**src/rtl/up_controller_vec.sv**
```systemverilog
// Micro-sequencer for a small accumulator CPU: fetch/execute FSM with
// memory wait/timeout handling and vectored, maskable interrupts.
module up_controller_vec #(
  parameter int N_INT    = 4,  // interrupt lines, 1..8
  parameter int MAX_WAIT = 3,  // memory wait cycles before forced completion, 1..15
  parameter int COND_JMP = 0   // 1: opcode 0111 jumps only when z=1
) (
  input  logic             clk,
  input  logic             rst,
  input  logic [N_INT-1:0] int_req,
  input  logic [N_INT-1:0] int_mask,
  input  logic [3:0]       ir,
  input  logic             z,
  input  logic             mem_rdy,
  output logic [4:0]       op,
  output logic             ir_we,
  output logic             pc_we,
  output logic             rb_we,
  output logic             sp_we,
  output logic             mem_we,
  output logic             z_we,
  output logic             ale,
  output logic [2:0]       rb_sel_in,
  output logic [N_INT-1:0] int_ack,
  output logic [2:0]       int_vec,
  output logic             in_isr,
  output logic             bus_err
);

  localparam logic [2:0] FETCH_LATCH = 3'd0;
  localparam logic [2:0] FETCH_READ  = 3'd1;
  localparam logic [2:0] EXEC_1      = 3'd2;
  localparam logic [2:0] EXEC_2      = 3'd3;
  localparam logic [2:0] EXEC_3      = 3'd4;
  localparam logic [2:0] INT_ACK     = 3'd5;

  localparam logic [3:0] WAIT_MAX = 4'(MAX_WAIT);

  logic [2:0]       r_state;
  logic [3:0]       r_wait_cnt;
  logic             r_in_isr;
  logic             r_global_en;
  logic [N_INT-1:0] r_pending;
  logic [N_INT-1:0] r_int_req_d;

  logic [2:0]       w_state_nxt;
  logic [3:0]       w_wait_nxt;
  logic             w_isr_nxt;
  logic             w_gen_nxt;
  logic [N_INT-1:0] w_ack_clr;
  logic [N_INT-1:0] w_rise;
  logic [2:0]       w_low_idx;
  logic [N_INT-1:0] w_low_onehot;
  logic             w_mem_done;

  assign w_rise     = int_req & ~r_int_req_d & int_mask;
  assign w_mem_done = mem_rdy || (r_wait_cnt == WAIT_MAX);
  assign in_isr     = r_in_isr;

  // Lowest-index pending line wins the acknowledge.
  always_comb begin
    w_low_idx = 3'd0;
    for (int i = N_INT - 1; i >= 0; i--) begin
      if (r_pending[i]) w_low_idx = 3'(i);
    end
    w_low_onehot = (|r_pending) ? (N_INT'(1) << w_low_idx) : '0;
  end

  // Output decode and next-state computation for every FSM state.
  always_comb begin
    // NOTE: every output and next-value is given a default first so no path
    // through the case leaves it unassigned (which would infer a latch).
    op          = {1'b0, ir};
    rb_sel_in   = 3'b100;
    ir_we       = 1'b0;
    pc_we       = 1'b0;
    rb_we       = 1'b0;
    sp_we       = 1'b0;
    mem_we      = 1'b0;
    z_we        = 1'b0;
    ale         = 1'b0;
    int_ack     = '0;
    int_vec     = 3'd0;
    bus_err     = 1'b0;
    w_state_nxt = r_state;
    w_wait_nxt  = r_wait_cnt;
    w_isr_nxt   = r_in_isr;
    w_gen_nxt   = r_global_en;
    w_ack_clr   = '0;

    case (r_state)
      FETCH_LATCH: begin
        if (r_global_en && (|r_pending)) begin
          w_state_nxt = INT_ACK;
        end else begin
          ale         = 1'b1;
          op          = r_in_isr ? 5'b11110 : 5'b11101;
          w_state_nxt = FETCH_READ;
        end
      end

      INT_ACK: begin
        op          = 5'b10000;
        pc_we       = 1'b1;
        int_ack     = w_low_onehot;
        int_vec     = w_low_idx;
        w_ack_clr   = w_low_onehot;
        w_isr_nxt   = 1'b1;
        w_gen_nxt   = 1'b0;
        w_state_nxt = FETCH_LATCH;
      end

      FETCH_READ: begin
        op = 5'b11111;
        if (w_mem_done) begin
          ir_we       = 1'b1;
          pc_we       = 1'b1;
          bus_err     = ~mem_rdy;
          w_wait_nxt  = 4'd0;
          w_state_nxt = EXEC_1;
        end else begin
          w_wait_nxt  = r_wait_cnt + 4'd1;
        end
      end

      EXEC_1: begin
        w_state_nxt = FETCH_LATCH;
        casez (ir)
          4'b00??: begin
            rb_we = 1'b1;
            z_we  = 1'b1;
          end
          4'b0100, 4'b0101, 4'b0110: begin
            rb_sel_in   = {1'b1, ir[1:0]};
            rb_we       = 1'b1;
            w_state_nxt = EXEC_2;
          end
          4'b0111: begin
            rb_sel_in   = 3'b110;
            rb_we       = 1'b1;
            w_state_nxt = EXEC_2;
          end
          4'b100?, 4'b110?: begin
            ale         = 1'b1;
            w_state_nxt = EXEC_2;
          end
          4'b1010: begin
            // Return from interrupt re-enables; otherwise a plain enable toggle.
            if (r_in_isr) begin
              w_isr_nxt = 1'b0;
              w_gen_nxt = 1'b1;
            end else begin
              w_gen_nxt = ~r_global_en;
            end
          end
          4'b1011: rb_we = 1'b1;
          default: ;
        endcase
      end

      EXEC_2: begin
        w_state_nxt = EXEC_3;
        case (ir)
          4'b0100, 4'b0101, 4'b0110: begin
            rb_sel_in = {1'b1, ir[1:0] + 2'd1};
            rb_we     = 1'b1;
          end
          4'b0111: pc_we = (COND_JMP != 0) ? z : 1'b1;
          4'b1000: begin
            rb_sel_in = 3'b010;
            if (w_mem_done) begin
              rb_we       = 1'b1;
              bus_err     = ~mem_rdy;
              w_wait_nxt  = 4'd0;
              w_state_nxt = FETCH_LATCH;
            end else begin
              w_wait_nxt  = r_wait_cnt + 4'd1;
              w_state_nxt = EXEC_2;
            end
          end
          4'b1001: begin
            op          = 5'b11000;
            mem_we      = 1'b1;
            w_state_nxt = FETCH_LATCH;
          end
          4'b1100: begin
            op     = 5'b01000;
            mem_we = 1'b1;
          end
          4'b1101: begin
            rb_sel_in = 3'b011;
            if (w_mem_done) begin
              rb_we      = 1'b1;
              bus_err    = ~mem_rdy;
              w_wait_nxt = 4'd0;
            end else begin
              w_wait_nxt  = r_wait_cnt + 4'd1;
              w_state_nxt = EXEC_2;
            end
          end
          default: ;
        endcase
      end

      EXEC_3: begin
        w_state_nxt = FETCH_LATCH;
        case (ir)
          4'b0100, 4'b0101, 4'b0110: begin
            rb_sel_in = {1'b1, ir[1:0]};
            rb_we     = 1'b1;
          end
          4'b0111: begin
            rb_sel_in = 3'b110;
            rb_we     = 1'b1;
          end
          4'b1100: begin
            op    = 5'b11011;
            sp_we = 1'b1;
          end
          4'b1101: begin
            op    = 5'b11010;
            sp_we = 1'b1;
          end
          default: ;
        endcase
      end

      default: w_state_nxt = FETCH_LATCH;
    endcase

    // While reset is held the outputs look like a plain fetch-latch cycle,
    // so an interrupted wait or acknowledge produces no further strobes.
    if (rst) begin
      op        = 5'b11101;
      ale       = 1'b1;
      rb_sel_in = 3'b100;
      ir_we     = 1'b0;
      pc_we     = 1'b0;
      rb_we     = 1'b0;
      sp_we     = 1'b0;
      mem_we    = 1'b0;
      z_we      = 1'b0;
      int_ack   = '0;
      int_vec   = 3'd0;
      bus_err   = 1'b0;
    end
  end

  // Interrupt edge detection and pending latches; a new edge beats a clear.
  always_ff @(posedge clk) begin
    // NOTE: sequential state uses non-blocking assignments so every register
    // samples pre-edge values regardless of statement order.
    if (rst) begin
      r_int_req_d <= '0;
      r_pending   <= '0;
    end else begin
      r_int_req_d <= int_req;
      r_pending   <= (r_pending & ~w_ack_clr) | w_rise;
    end
  end

  // FSM state, memory wait counter and interrupt enable/service flags.
  always_ff @(posedge clk) begin
    if (rst) begin
      r_state     <= FETCH_LATCH;
      r_wait_cnt  <= 4'd0;
      r_in_isr    <= 1'b0;
      r_global_en <= 1'b0;
    end else begin
      r_state     <= w_state_nxt;
      r_wait_cnt  <= w_wait_nxt;
      r_in_isr    <= w_isr_nxt;
      r_global_en <= w_gen_nxt;
    end
  end

endmodule

```
**config.mk**
```make
export PLATFORM = sky130hd
export DESIGN_NAME = up_controller_vec
export DESIGN_NICKNAME = d
export VERILOG_FILES = /design/src/rtl/up_controller_vec.sv
export SDC_FILE = /design/constraint.sdc
export NUM_CORES = 1
export LEC_CHECK = 0
export CAP_MARGIN = 25
export CORE_MARGIN = 2
export CORE_UTILIZATION = 43
export CTS_CLUSTER_SIZE = 10
export DETAILED_ROUTE_END_ITERATION = 16
export GPL_TIMING_DRIVEN = 0
export PLACE_DENSITY = 0.77
export REMOVE_ABC_BUFFERS = 1
export SYNTH_ARGS = -nofsm -noshare
export SYNTH_HDL_FRONTEND = slang
export SYNTH_SLANG_ARGS = --single-unit
```
**constraint.sdc**
```tcl
create_clock -name clk -period 2.64 [get_ports clk]
set_clock_uncertainty 0.15 [all_clocks]
set_input_delay 0.792 -clock clk [delete_from_list [all_inputs] [get_ports clk]]
set_output_delay 0.792 -clock clk [all_outputs]
set_load 0.01 [all_outputs]
```
==> results of run 1 <==
layer usage:
layer	vias up	global-route usage	part of all wire
li1	808	-	-
met1	823	0.3199	0.37
met2	88	0.4084	0.53
met3	27	0.03838	0.061
met4	0	0.07764	0.039
met5	-	0	0
cell type report:
class | count | area, um^2
Clock buffer | 4 | 26.28
Fill cell | 207 | 703.2
Inverter | 7 | 51.30
Multi-Input combinational cell | 148 | 1220
Sequential cell | 17 | 369.1
Tap cell | 44 | 55.05
Timing Repair Buffer | 71 | 628.1
through the flow:
stage | instance area [um^2] | setup slack [ns] | instances
6_report | 2350 | -0.4797 | 291
5_1_grt | 2350 | -0.5094 | 291
4_1_cts | 2041 | -0.4164 | 272
3_5_place_dp | 1744 | -1.495 | 253
3_3_place_gp | 1744 | -1.439 | 253
2_1_floorplan | 1319 | -0.2416 | 172
synthesized netlist by cell type (2+ instances only):
cell type	instances
nand3_1	5
a31o_2	2
or2_2	3
o21ai_0	8
a221o_1	2
or3_1	6
nand3b_1	6
dfxtp_1	17
nor4_1	3
nand2b_1	7
nor2b_1	10
and2_1	2
ha_1	5
a21o_1	2
nor3b_1	3
inv_1	7
o21bai_1	3
buf_2	2
nor2_1	18
a221oi_1	2
nand2_1	12
a21oi_1	17
clkbuf_1	5
nor3_1	6
logic make-up after synthesis:
group | after synthesis
AND/OR/NAND/NOR | 87
AO/OA/AOI/OAI | 53
buffers and inverters | 17
flip-flops | 17
adder cells (fa/ha/maj) | 5
multiplexers | 2
other | 1
flip-flops by register name, indices dropped and copies added (netlist names):
signal,count
in_isr,1
r_global_en,1
r_int_req_d,4
r_wait_cnt,4
r_pending,4
r_state,3
tightest hold or removal path: cells and delay by family, from the launching register on:
kind               cells  cell delay [ns]
AOI/OAI and AO/OA      1             0.10
DFF                    1             0.32
and+or+nand+nor        1             0.04
final timing paths:
kind	end	slack, ns
max	op[4]	-0.48
min	r_pending[1]	0.35
max reg2reg	r_global_en	0.61
min reg2reg	r_pending[1]	0.35
layout by cell type (no fill, tap or decap), types with 3 or more instances in the layout:
cell type	netlist	layout
clkdlybuf4s15_2	0	4
clkdlybuf4s50_1	0	9
buf_2	2	11
ha_4	0	4
nor3_1	6	3
dfxtp_4	0	7
buf_4	1	27
o21ai_0	8	5
inv_1	7	5
buf_12	0	3
clkbuf_2	1	5
buf_6	1	8
nor3_2	0	3
a21oi_1	17	16
nor2b_1	10	7
dfxtp_1	17	8
nand3b_1	6	6
or3_1	6	5
nor2_1	18	15
clkbuf_4	0	3
nand3_1	5	3
nand2_1	12	9
nand2b_1	7	5
o21bai_1	3	3
power breakdown:
| part | switching, W | internal, W |
|---|---|---|
| combinational | 0.000163 | 0.000171 |
| sequential | 0.0000377 | 0.000271 |
| clock | 0.0000852 | 0.0000589 |
repair_timing:
action / 4_1_cts / 5_1_grt
endpoints found under the setup margin: 24 / 21
setup buffers: 15 / 19
pin swaps: 17 / 18
gates resized for setup: 161 / 51
==> results.sh, run 1 <==
export IMPL_path_buf_inv=3
export IMPL_grt_pass1_vias=1443
export IMPL_yosysSeqAreaShare=0.2482
export IMPL_max_freq_mhz=320.5
export IMPL_die_w_um=60.47
export IMPL_crit_cells=8
export IMPL_violations="negative setup slack"
export IMPL_drv_cap=0
export IMPL_drt_iter0_drc=108
export IMPL_arrival_ns=2.18
export IMPL_cts_made_buffers=3
export IMPL_die_h_um=60.47
export IMPL_setup_tns_final_ns=-3.629
export IMPL_synth_fa_ha_area_frac=0.04562
export IMPL_synthXorXnorAreaFrac=0
export IMPL_drive_above_1_share=0.4737
export IMPL_port_buffers=37
export IMPL_startpoint="ir[1]"
export IMPL_floorplan_rows=20
export IMPL_synth_area_mux_share=0.01916
export IMPL_clock_latency_ns=0.29
export IMPL_cp_max_fo=5
export IMPL_ctsRootBufferMaster="clkbuf_4"
export IMPL_final_hold_violation_count=0
export IMPL_yosysWarnings=0
export IMPL_vias=1746
export IMPL_rr_startpoint="r_state[0]"
export IMPL_hold_depth=2
export IMPL_synth_ff_type="dfxtp_1"
export IMPL_antenna_left=0
export IMPL_critPathRequiredTime_ns=1.70
export IMPL_dp_hpwl_um=2653
export IMPL_worst_hold_path_type="flop to flop"
export IMPL_synthTopCellsByArea="dfxtp_1 (25%), a21oi_1 (6.2%), nor2_1 (4.9%)"
export IMPL_ios=40
export IMPL_drt_total_wl_um=5277
export IMPL_fin_ws_ns=-0.4797
export IMPL_antennaDiodeCount=0
export IMPL_syn2layout_area_growth_pct=71.35
export IMPL_p_leak_nw=0.9186
export IMPL_grt_pass1_wl_um=6775
export IMPL_critPathTopFamily="compound AO/OA/AOI/OAI gates"
export IMPL_fin_crit_ns=3.120
export IMPL_start_kind="primary input"
export IMPL_cts_hold_buf=0
export IMPL_pwr_density_cell_nw_per_um2=334.5
export IMPL_syn_avg_cell_area_um2=7.535
export IMPL_final_util=0.7697
export IMPL_slowest_stage="o211ai_1"
export IMPL_syn_area_um2=1371
export IMPL_finalSetupViolCount=14
export IMPL_maxSlewViolCount=0
export IMPL_worstSetupPathType="primary input to output pin"
export IMPL_cp_cell_sequence="buf_12, clkinv_8, ha_4, o211ai_1, o21ai_2, a41o_1, or2_4, buf_6"
export IMPL_cts_sinks=17
export IMPL_synth_top_area_frac=0.2482
export IMPL_dieArea_um2=3657
export IMPL_synth_compound_gate_area_share=0.2774
export IMPL_min_delay_start="r_int_req_d[1]"
export IMPL_r2r_cells=4
export IMPL_cts_tree="built"
export IMPL_syn_inst=182
export IMPL_dr_pass1_iters=4
export IMPL_grt_start_max_net_pins=26
export IMPL_endpoint_kind="output pin"
export IMPL_wl_per_cell_um=18.13
export IMPL_antenna_found_initial=0
export IMPL_core_area_um2=3053
export IMPL_hold_ws_ns=0.3482
export IMPL_path_clk_slew_ns=0.10
export IMPL_drc=0
export IMPL_slew_headroom=0.5788
export IMPL_yosysTopAreaCell="dfxtp_1"
export IMPL_nNetsFinal=269
export IMPL_rsz0062_at_grt="yes"
export IMPL_overflow=0
export IMPL_ys_seq_elements=17
export IMPL_outcome="complete, but fails checks"
export IMPL_cpPeakStageDelay_ns=0.30
export IMPL_finalCritPeriodShare=1.182
export IMPL_synth_edff_count=0
export IMPL_vias_per_cell=6.000
export IMPL_h_tree_depth=1
export IMPL_grt_usage=0.2429
export IMPL_power_w=0.0007861
export IMPL_synth_distinct_cells=53
export IMPL_synth_simple_area_share=0.3495
export IMPL_async_flop_share=0
export IMPL_cts_path_max_buffers=2
export IMPL_tightest_slew_ns=0.6230
export IMPL_gp_congestion=0.8977
export IMPL_initial_core_util=0.4492
export IMPL_peakVddDrop_uv=250.1
export IMPL_synth_top_family_by_area="simple AND/OR/NAND/NOR gates"
No activity file was read; power rests on OpenSTA's default activity.
==> inputs of run 2 (changes only) <==
Settings changed: CORE_UTILIZATION 43 to 51, PLACE_DENSITY 0.77 to 0.85.
Clock period 2.64 ns to 3.6 ns, I/O delays scaled along.
==> run 2 against run 1 <==
Compared with the run above: the run now ends clean; design area shrank 18%; utilization decreased by 0.88 points; count of clock-buffer cells in the layout down 1; first-iteration DRC count is 32% lower; non-clock buffer count decreased by 27; worst hold slack better by 0.0039 ns; routed wire length fell by 23%; register-to-register slack better by 0.86 ns; total power shrank 35%; sequential share of layout area grew 2.1 points; highest routed layer unchanged.
==> results.sh, run 2 (synthesis gave the netlist of run 1 again) <==
export IMPL_grt_start_max_net_pins=26
export IMPL_drt_iter0_drc=73
export IMPL_start_kind="primary input"
export IMPL_antenna_left=0
export IMPL_cts_made_buffers=3
export IMPL_gp_congestion=0.8959
export IMPL_max_freq_mhz=278.8
export IMPL_outcome="finished, final reports clean"
export IMPL_cts_hold_buf=0
export IMPL_power_w=0.0005087
export IMPL_drc=0
export IMPL_peakVddDrop_uv=307.8
export IMPL_wl_per_cell_um=16.19
export IMPL_rsz0062_at_grt="yes"
export IMPL_h_tree_depth=1
export IMPL_ios=40
export IMPL_fin_crit_ns=3.586
export IMPL_critPathRequiredTime_ns=2.37
export IMPL_die_h_um=55.86
export IMPL_grt_pass1_wl_um=6817
export IMPL_initial_core_util=0.5437
export IMPL_cts_sinks=17
export IMPL_slew_headroom=0.6665
export IMPL_dp_hpwl_um=2860
export IMPL_final_hold_violation_count=0
export IMPL_worst_hold_path_type="flop to flop"
export IMPL_nNetsFinal=242
export IMPL_dieArea_um2=3120
export IMPL_cts_path_max_buffers=2
export IMPL_p_leak_nw=0.7647
export IMPL_tightest_slew_ns=0.4996
export IMPL_antenna_found_initial=0
export IMPL_path_clk_slew_ns=0.10
export IMPL_floorplan_rows=18
export IMPL_overflow=0
export IMPL_vias_per_cell=6.240
export IMPL_grt_usage=0.2599
export IMPL_setup_tns_final_ns=0
export IMPL_final_cell_mix="nor2_1 (17), a21oi_1 (17), dfxtp_1 (16)"
export IMPL_antennaDiodeCount=0
export IMPL_vias=1560
export IMPL_dr_pass1_iters=4
export IMPL_drive_above_1_share=0.2318
export IMPL_port_buffers=37
export IMPL_grt_pass1_vias=1508
export IMPL_pwr_density_cell_nw_per_um2=265.1
export IMPL_worstSetupPathType="primary input to output pin"
export IMPL_die_w_um=55.86
export IMPL_drv_cap=0
export IMPL_finalSetupViolCount=0
export IMPL_syn2layout_area_growth_pct=39.96
export IMPL_maxSlewViolCount=0
export IMPL_endpoint_kind="output pin"
export IMPL_reg_top3="r_int_req_d (4), r_pending (4), r_wait_cnt (4)"
export IMPL_clock_latency_ns=0.29
export IMPL_ctsRootBufferMaster="clkbuf_4"
export IMPL_drt_total_wl_um=4047
export IMPL_core_area_um2=2522
export IMPL_cts_tree="built"
export IMPL_arrival_ns=2.36
export IMPL_cp_max_fo=4
export IMPL_finalCritPeriodShare=0.9962
## run 2: cell count changes in the layout (fill, tap and decap cells not counted), moves of 3 or more
cell,change
clkdlybuf4s50_1,+6
dfxtp_1,+8
nand2_1,+3
nor3_1,+3
nor3_2,-3
dfxtp_4,-7
buf_4,-18
buf_2,-6
clkdlybuf4s15_2,-4
buf_6,-7
clkbuf_2,-4
dlygate4sd2_1,+7
## run 2: power by group
part	switching, W	internal (W)	leakage [nW]
logic	0.0000898	0.0000878	0.607
clock network	0.0000644	0.0000413	0.0177
registers	0.0000265	0.000199	0.140
## run 2: final cells by class
| class | count | area (um^2) |
|---|---|---|
| Multi-Input combinational cell | 148 | 1079 |
| Fill cell | 185 | 603.1 |
| Timing Repair Buffer | 44 | 397.9 |
| Sequential cell | 17 | 341.6 |
| Tap cell | 30 | 37.54 |
| Inverter | 7 | 36.28 |
| Clock buffer | 3 | 22.52 |
| Clock inverter | 1 | 5.005 |
## run 2: per-stage QoR
stage	instance area [um^2]	setup slack (ns)	std cells	util	hold slack, ns
6_report	1919	0.01358	250	0.7609	0.3522
5_1_grt	1919	-0.02906	250	0.7609	0.3782
4_1_cts	1854	-0.01741	248	0.7351	0.3542
3_5_place_dp	1727	-1.098	239	0.6845	0.3270
3_3_place_gp	1727	-1.013	239	0.6845	0.3195
2_1_floorplan	1319	0.1424	172	-	0.3006
## run 2: per-layer routing
metal  wire, um  track usage
met1       1775       0.3419
met2       2003       0.4269
met3        226      0.03721
met4         42       0.1054
met5          0            0
## run 2: worst max-delay path, cell delays in order
cell and delay, ns:
buf_12 0.10, inv_6 0.04, ha_4 0.15, or3_4 0.41, a32oi_2 0.22, o32a_1 0.18, nor2_1 0.04, buf_2 0.15
## run 2: worst paths after layout
check / startpoint / end / slack, ns / cells past startpoint
max: ir[0] / rb_sel_in[1] / 0.01 / 8
min: r_int_req_d[1] / r_pending[1] / 0.35 / 2
max reg2reg: r_state[0] / r_wait_cnt[3] / 1.47 / 5
min reg2reg: r_int_req_d[1] / r_pending[1] / 0.35 / 2
## run 2: timing repair
| action | in CTS | in global routing |
|---|---|---|
| endpoints found under the setup margin | 22 | 13 |
| resized for setup | 80 | 26 |
| pin swaps | 8 | 8 |
| setup buffers | 5 | 2 |
